`config.mk`:
```
export PLATFORM = sky130hd
export DESIGN_NAME = histogram_controller
export DESIGN_NICKNAME = d
export VERILOG_FILES = /design/src/rtl/histogram_pkg.sv /design/src/rtl/histogram_controller_pixel_bin_decoder.sv /design/src/rtl/histogram_controller.sv
export SDC_FILE = /design/constraint.sdc
export NUM_CORES = 1
export LEC_CHECK = 0
export BUFFER_PORTS_ARGS = -buffer_cell sky130_fd_sc_hd__buf_4
export CORE_MARGIN = 3
export CORE_UTILIZATION = 50
export DETAILED_ROUTE_END_ITERATION = 8
export GPL_TIMING_DRIVEN = 0
export PLACE_DENSITY = 0.77
export SETUP_SLACK_MARGIN = 0.15
export SLEW_MARGIN = 0
export SYNTH_ARGS = -nofsm -noshare
export SYNTH_HDL_FRONTEND = slang
export SYNTH_SLANG_ARGS = --single-unit
```
`constraint.sdc`:
```
create_clock -name clk -period 4.7 [get_ports clk]
set_input_delay 0.235 -clock clk [delete_from_list [all_inputs] [get_ports clk]]
set_output_delay 0.235 -clock clk [all_outputs]
set_load 0.02 [all_outputs]
```
`src/rtl/histogram_pkg.sv`:
```
// Shared defaults, data width and FSM state encoding for the histogram controller.
package histogram_pkg;

    localparam int DEFAULT_NUMBER_OF_PIXELS   = 16384;
    localparam int DEFAULT_NUMBER_OF_BINS     = 8;
    localparam int DEFAULT_PIXELS_PER_ADDRESS = 4;
    localparam int DEFAULT_COUNT_WIDTH        = 16;
    localparam int HISTOGRAM_DATA_WIDTH       = 16;

    typedef enum logic [2:0] {
        IDLE     = 3'd0,
        CLEAR    = 3'd1,
        READ     = 3'd2,
        DRAIN    = 3'd3,
        WRITE    = 3'd4,
        TRANSMIT = 3'd5,
        RELEASE  = 3'd6
    } hc_state_e;

endpackage

```
`src/rtl/histogram_controller_pixel_bin_decoder.sv`:
```
// Maps one RAM word of 8-bit pixels to a per-bin pixel count; the bin is the top bits of each pixel.
module pixel_bin_decoder #(
    parameter int  NUMBER_OF_BINS     = 8,
    parameter int  PIXELS_PER_ADDRESS = 4,
    localparam int BIN_BITS           = $clog2(NUMBER_OF_BINS),
    localparam int INC_WIDTH          = $clog2(PIXELS_PER_ADDRESS) + 1
) (
    input  logic [8*PIXELS_PER_ADDRESS-1:0]             word,
    output logic [NUMBER_OF_BINS-1:0][INC_WIDTH-1:0]    inc
);

    always_comb begin
        inc = '0;
        for (int p = 0; p < PIXELS_PER_ADDRESS; p++) begin
            for (int b = 0; b < NUMBER_OF_BINS; b++) begin
                if ((word[8*p +: 8] >> (8 - BIN_BITS)) == 8'(b)) begin
                    inc[b] = inc[b] + INC_WIDTH'(1);
                end
            end
        end
    end

endmodule

```
`src/rtl/histogram_controller.sv`:
```
// Sequences one histogram per received image: clear, sweep the image RAM, write bins out, pulse transmit.
module histogram_controller
    import histogram_pkg::*;
#(
    parameter int  NUMBER_OF_PIXELS   = DEFAULT_NUMBER_OF_PIXELS,
    parameter int  NUMBER_OF_BINS     = DEFAULT_NUMBER_OF_BINS,
    parameter int  PIXELS_PER_ADDRESS = DEFAULT_PIXELS_PER_ADDRESS,
    parameter int  COUNT_WIDTH        = DEFAULT_COUNT_WIDTH,
    localparam int DEPTH              = NUMBER_OF_PIXELS / PIXELS_PER_ADDRESS,
    localparam int ADDR_WIDTH         = $clog2(DEPTH),
    localparam int BIN_BITS           = $clog2(NUMBER_OF_BINS)
) (
    input  logic                              clk,
    input  logic                              reset,
    input  logic                              image_received,
    output logic [ADDR_WIDTH-1:0]             image_data_address,
    input  logic [8*PIXELS_PER_ADDRESS-1:0]   image_data_in,
    output logic                              histogram_write_enable,
    output logic [BIN_BITS-1:0]               histogram_write_address,
    output logic [HISTOGRAM_DATA_WIDTH-1:0]   histogram_data,
    output logic                              histogram_transmit,
    output logic                              busy,
    output hc_state_e                         debug_state
);

    localparam int INC_WIDTH = $clog2(PIXELS_PER_ADDRESS) + 1;
    localparam logic [ADDR_WIDTH-1:0] LAST_ADDR = ADDR_WIDTH'(DEPTH - 1);
    localparam logic [BIN_BITS-1:0]   LAST_BIN  = BIN_BITS'(NUMBER_OF_BINS - 1);

    hc_state_e                               state, state_next;
    logic [ADDR_WIDTH-1:0]                   addr;
    logic                                    rd_valid;
    logic [BIN_BITS-1:0]                     bin_idx;
    logic [NUMBER_OF_BINS-1:0][INC_WIDTH-1:0] inc;
    logic [COUNT_WIDTH-1:0]                  counts     [NUMBER_OF_BINS];
    logic [COUNT_WIDTH-1:0]                  counts_sum [NUMBER_OF_BINS];
    logic                                    wr_active;

    pixel_bin_decoder #(
        .NUMBER_OF_BINS     (NUMBER_OF_BINS),
        .PIXELS_PER_ADDRESS (PIXELS_PER_ADDRESS)
    ) u_decoder (
        .word (image_data_in),
        .inc  (inc)
    );

    // Saturating add: the carry-out of the widened sum selects all-ones.
    always_comb begin
        logic [COUNT_WIDTH:0] wide;
        wide = '0;
        for (int b = 0; b < NUMBER_OF_BINS; b++) begin
            wide          = {1'b0, counts[b]} + (COUNT_WIDTH + 1)'(inc[b]);
            counts_sum[b] = wide[COUNT_WIDTH] ? '1 : wide[COUNT_WIDTH-1:0];
        end
    end

    // Any drop of image_received mid-computation abandons the image.
    always_comb begin
        state_next = state;
        unique case (state)
            IDLE:     if (image_received) state_next = CLEAR;
            CLEAR:    state_next = image_received ? READ : IDLE;
            READ: begin
                if (!image_received)        state_next = IDLE;
                else if (addr == LAST_ADDR) state_next = DRAIN;
            end
            DRAIN:    state_next = image_received ? WRITE : IDLE;
            WRITE: begin
                if (!image_received)         state_next = IDLE;
                else if (bin_idx == LAST_BIN) state_next = TRANSMIT;
            end
            TRANSMIT: state_next = RELEASE;
            RELEASE:  if (!image_received) state_next = IDLE;
            default:  state_next = IDLE;
        endcase
    end

    always_ff @(posedge clk) begin
        if (reset) begin
            state    <= IDLE;
            addr     <= '0;
            rd_valid <= 1'b0;
            bin_idx  <= '0;
        end else begin
            state    <= state_next;
            rd_valid <= (state == READ) && image_received;
            case (state)
                CLEAR: begin
                    addr    <= '0;
                    bin_idx <= '0;
                end
                READ:  if (addr != LAST_ADDR) addr <= addr + ADDR_WIDTH'(1);
                WRITE: bin_idx <= bin_idx + BIN_BITS'(1);
                default: ;
            endcase
        end
    end

    // Counters are deliberately outside reset; CLEAR zeroes them at the start of each image.
    always_ff @(posedge clk) begin
        for (int b = 0; b < NUMBER_OF_BINS; b++) begin
            if (state == CLEAR) begin
                counts[b] <= '0;
            end else if (rd_valid && (state == READ || state == DRAIN)) begin
                counts[b] <= counts_sum[b];
            end
        end
    end

    assign wr_active               = (state == WRITE) && image_received;
    assign histogram_write_enable  = wr_active;
    assign histogram_write_address = wr_active ? bin_idx : '0;
    assign histogram_data          = wr_active ? HISTOGRAM_DATA_WIDTH'(counts[bin_idx]) : '0;
    assign histogram_transmit      = (state == TRANSMIT);
    assign busy                    = (state != IDLE);
    assign image_data_address      = addr;
    assign debug_state             = state;

endmodule

```
**Word level (Yosys, flattened, before mapping)**

Memory sizes are Yosys's and may differ from the RTL's. A register that Yosys moved wholly into a read port is not among the register bits.
Cells that the tools add are included.

- Add/sub/neg operators: 34
- Eq/ne operators: 42
- Muxes and demuxes: 69
- Bitwise operators: 8
- Reduce and logical (&&, ||, !) cells: 14

Operators by type and width:

| operator | count |
|---|---|
| $mux W16 | 17 |
| $add A16 B3 Y17 | 8 |
| $mux W3 | 34 |
| $add A3 B1 Y3 const B | 25 |
| $eq A3 B3 Y1 const B | 20 |
| $logic_not A8 Y1 | 4 |
| $eq A3 B2 Y1 const B | 10 |
| $pmux W12 S2 | 1 |
| $pmux W3 S7 | 1 |
| $eq A3 B1 Y1 const B | 5 |
| $mux W1 | 13 |
| $add A12 B1 Y12 const B | 1 |
| $eq A12 B12 Y1 const B | 1 |
| $mux W12 | 1 |
| $ne A12 B12 Y1 const B | 1 |
| $or A1 B1 Y1 | 8 |
| $ne A2 B2 Y1 const B | 3 |
| $ne A3 B3 Y1 const B | 2 |
| $pmux W3 S2 | 1 |
| $reduce_and A4 Y1 | 1 |
| $reduce_bool A2 Y1 | 2 |
| $logic_and A1 B1 Y1 | 3 |
| $logic_not A3 Y1 | 1 |
| $reduce_bool A3 Y1 | 1 |
| 3 further kinds | 3 |

- Flip-flop bits (word level): 19
- RAM bits: 128
- Input port bits: 35
- Output and inout bits: 37
- Logic and storage cells: 172
- Memories: 1

Memories:

| name | depth | bits a word | read ports | clocked after Yosys merged registers in | wr ports | line | text |
|---|---|---|---|---|---|---|---|
| counts | 8 | 16 | 9 | 1 | 8 | histogram_controller.sv:35 | `logic [COUNT_WIDTH-1:0] counts [NUMBER_OF_BINS];` |

**Depth between registers and ports, before layout**

- Depth after elaboration: 11
- Depth in mapped cells: 16
- Depth with buffers taken out: 15

**Hierarchy**

From an unflattened synthesis, not the netlist that was laid out.

- Cells, all modules: 1,048
- Area, all modules: 10,729.0 um^2

Modules (own cells, without submodules):

| module | times used | cells each | area an instance (um^2) | seq. area each (um^2) |
|---|---|---|---|---|
| histogram_controller | 1 | 900 | 9,594.2 | 4,284.1 |
| pixel_bin_decoder | 1 | 148 | 1,134.8 | 0.0 |

**Least setup slack after synthesis**

OpenSTA, ideal clock, no wires.

- Path kind: in2reg
- From: input image_data_in[14]
- To: memory counts[0][14] (netlist name), data pin
- Library setup time: 0.270 ns
- Data arrival time: 3.191 ns
- Data required time: 4.430 ns
- Slack: 1.239 ns
- Stages on the path: 12
- Buffers on the path: 0
- Path through: or3_1 inv_1 ha_1 xor2_1 ha_1 mux2_2 inv_1 fa_1 nand2b_1 a2111oi_0 nor4bb_1 nor3_1

RTL lines:

| element | line | text |
|---|---|---|
| start, declared | histogram_controller.sv:17 | `input logic [8*PIXELS_PER_ADDRESS-1:0] image_data_in,` |
| end, declared | histogram_controller.sv:35 |  |

==> flow_summary.ini <==
[logic_synthesis]
syn-num-nets = 1192
yosys-top-cells-area = edfxtp_1 (35%), ha_1 (6.7%), mux4_2 (6.6%)
synth_ff_type = edfxtp_1
synth_warnings = 0
synth_edf_count = 128
synth_seq_cells = 150
async_flop_share_pct = 0
synthTopCellsByCount = edfxtp_1 (128), a21oi_1 (110), nand2_1 (65), ha_1 (59), inv_1 (59)
synth_top_area_cell = edfxtp_1
synth_area_um2 = 11000
ys_types = 60
seq_area_frac_synth_pct = 39.0
synth_area_per_cell_um2 = 10.1
synthCells = 1090
synth_top_area_share_pct = 35.0
yosysMostFrequentCell = edfxtp_1

[critical_path]
path_max_fanout = 8
reg2reg_setup_slack_ns = 1.75
rr_startpoint = counts[0][0]$_SDFFCE_PN0P_
r2r_end = counts[0][14]$_SDFFCE_PN0P_
setup.worst_path.end_class = register
reg2reg_depth = 7
crit_arrival_ns = 3.94
worstPathRequired_ns = 4.86
worstSetupPathType = input port to register
start_kind = input port

[final_layout]
area_growth_syn_to_layout_pct = 12.4
fin_area_um2 = 12300
drive_gt1_share_pct = 11.8
instances_no_fill = 1446
antenna_cells = 0
fillers = 1754
fin_nets = 1260

[drt]
firstDrtPassIters = 6
drtIter0Drc = 1216
ant_nets = 0
vias = 9377
drc = 0
post_drt_wl_per_cell_um = 20.4
wl_um = 29500
vias_per_cell = 6.48

[place]
place_congestion = 0.947
place_area_um2 = 11700
portBuffers = 47
dp_hpwl_um = 21700
dp_cells = 1414

[grt]
antenna_found_initial = 0
grt_pass1_vias = 8639
grt_pass1_wl_um = 47000
grt_start_max_net_pins = 55
grt-ovfl-total = 0
gr-usage-all-layers_pct = 24.7

[sta]
slew-limit-headroom_pct = 26.1
fin_tns_setup_ns = 0
setup_viol = 0
max_freq_mhz = 264
whs_ns = 0.108
period_needed_ns = 3.79
timing.final.crit_share_pct = 80.6
fin_skew_ns = 0.00809
rsz0062_at_grt = false
worst_slew_pin_slew_ns = 1.08
slew_viol_final = 0
hold_violations = 0

[worst_hold_path]
hold_path_class = input port to register
hold_path_end = debug_state[1]$_SDFFE_PP0P_
hp-start = image_received
worstHoldPathCells = 3

[clocking]
cts.sinks = 150
cts-buffers-inserted = 17
path_clk_slew_ns = 0.06
post_cts_resized = 0
cts_buffer_depth = 2
post_cts_buffers = 0
cts_tree = built
htree_num_levels = 4
root_buffer = clkbuf_16
ctsHoldBuffers = 0
clkLatencyLatePin_ns = 0.43

[power]
power_density_nw_per_um2 = 268
ir_worst_vdd_uv = 208
power.leakage_nw = 4.37

[flow_run]
drv_cap = 0

[die]
core_area_um2 = 21300
io_pins = 72
fp.dieW_um = 154
placementRows = 53
start_util_pct = 51.6
die_area_um2 = 23800
dieHeight_um = 154

[status]
status = finished clean
area by class of cell:
class,instances,area (um^2),area share (%)
clock inverters,14,184,1.49
multi-input cells,826,6270,50.8
flip-flops and latches,150,4280,34.7
repair buffers,49,400,3.24
inverters,59,221,1.79
clock buffers,18,429,3.48
well taps,275,344,2.79
plain buffers,55,214,1.73
cell usage in the layout (no fill, tap or decap), types with 12 or more instances in the layout:
cell	synthesis	layout
nor2b_1	14	14
nor3_1	18	18
o21ai_0	51	51
inv_1	59	59
mux2i_1	28	28
or3_1	30	30
mux4_2	32	32
and3_1	23	23
ha_1	59	59
a21oi_1	110	110
dfxtp_1	22	22
clkbuf_16	0	17
a31oi_1	33	33
a211oi_1	12	12
xor2_1	53	53
o2111ai_1	17	17
nand4_1	25	25
xnor2_1	30	30
nand2_1	65	65
nand3_1	34	34
edfxtp_1	128	128
clkbuf_1	48	49
nor2_1	46	46
buf_4	0	47
sequential cells by signal, indices dropped and copies added (netlist names), named ones only:
name	count
rd_valid	1
counts	128
debug_state	3
image_data_address	12
bin_idx	3
per-stage QoR:
stage	util, %	worst slack [ns]	power, mW
finish	58.0	0.912	3.31
global route	58.0	0.756	3.41
CTS	58.0	0.952	3.31
detailed placement	55.1	0.534	1.87
global placement	54.9	0.582	1.85
floorplan	-	1.24	1.76
cell families after synthesis:
| family | count (synthesis) | synth area share (%) |
|---|---|---|
| AO/OA/AOI/OAI | 279 | 15.7 |
| adder cells (fa/ha/maj) | 67 | 8.18 |
| flip-flops | 150 | 39.0 |
| multiplexers | 69 | 10.0 |
| AND/OR/NAND/NOR | 328 | 16.5 |
| buffers and inverters | 114 | 3.96 |
| XOR/XNOR | 83 | 6.62 |
layer usage:
layer  GRT usage, %  wire [um]
met1           35.0      12500
met2           37.9      13300
met3           6.35       3070
met4           7.11        672
met5              0          0
worst max path at each step:
| stage | depth (start not counted) | from | slack (ns) | to |
|---|---|---|---|---|
| after floorplan | 12 | image_data_in[14] | 1.24 | counts[0][14]$_SDFFCE_PN0P_ |
| after global placement | 4 | debug_state[1]$_SDFFE_PP0P_ | 0.58 | counts[2][12]$_SDFFCE_PN0P_ |
| after detailed placement | 13 | image_data_in[14] | 0.53 | counts[0][14]$_SDFFCE_PN0P_ |
| after CTS | 13 | image_data_in[14] | 0.95 | counts[0][14]$_SDFFCE_PN0P_ |
| after global routing | 13 | image_data_in[14] | 0.76 | counts[0][14]$_SDFFCE_PN0P_ |
| final | 13 | image_data_in[14] | 0.91 | counts[0][14]$_SDFFCE_PN0P_ |
where the power goes:
part	internal (mW)	leakage (nW)	switching [mW]	total, mW
combinational	0.121	2.68	0.181	0.301
sequential	1.49	1.41	0.0603	1.55
clock	0.884	0.291	0.578	1.46
total	2.49	4.37	0.819	3.31
worst max-delay path: stages:
cell and delay [ns]:
buf_4 0.15, or3_1 0.41, inv_1 0.09, ha_1 0.25, xor2_1 0.20, ha_1 0.32
mux2_2 0.16, inv_1 0.06, fa_1 0.44, nand2b_1 0.19, a2111oi_0 0.97, nor4bb_1 0.39
nor3_1 0.08
Note: power is estimated with default switching activity, not from simulation.
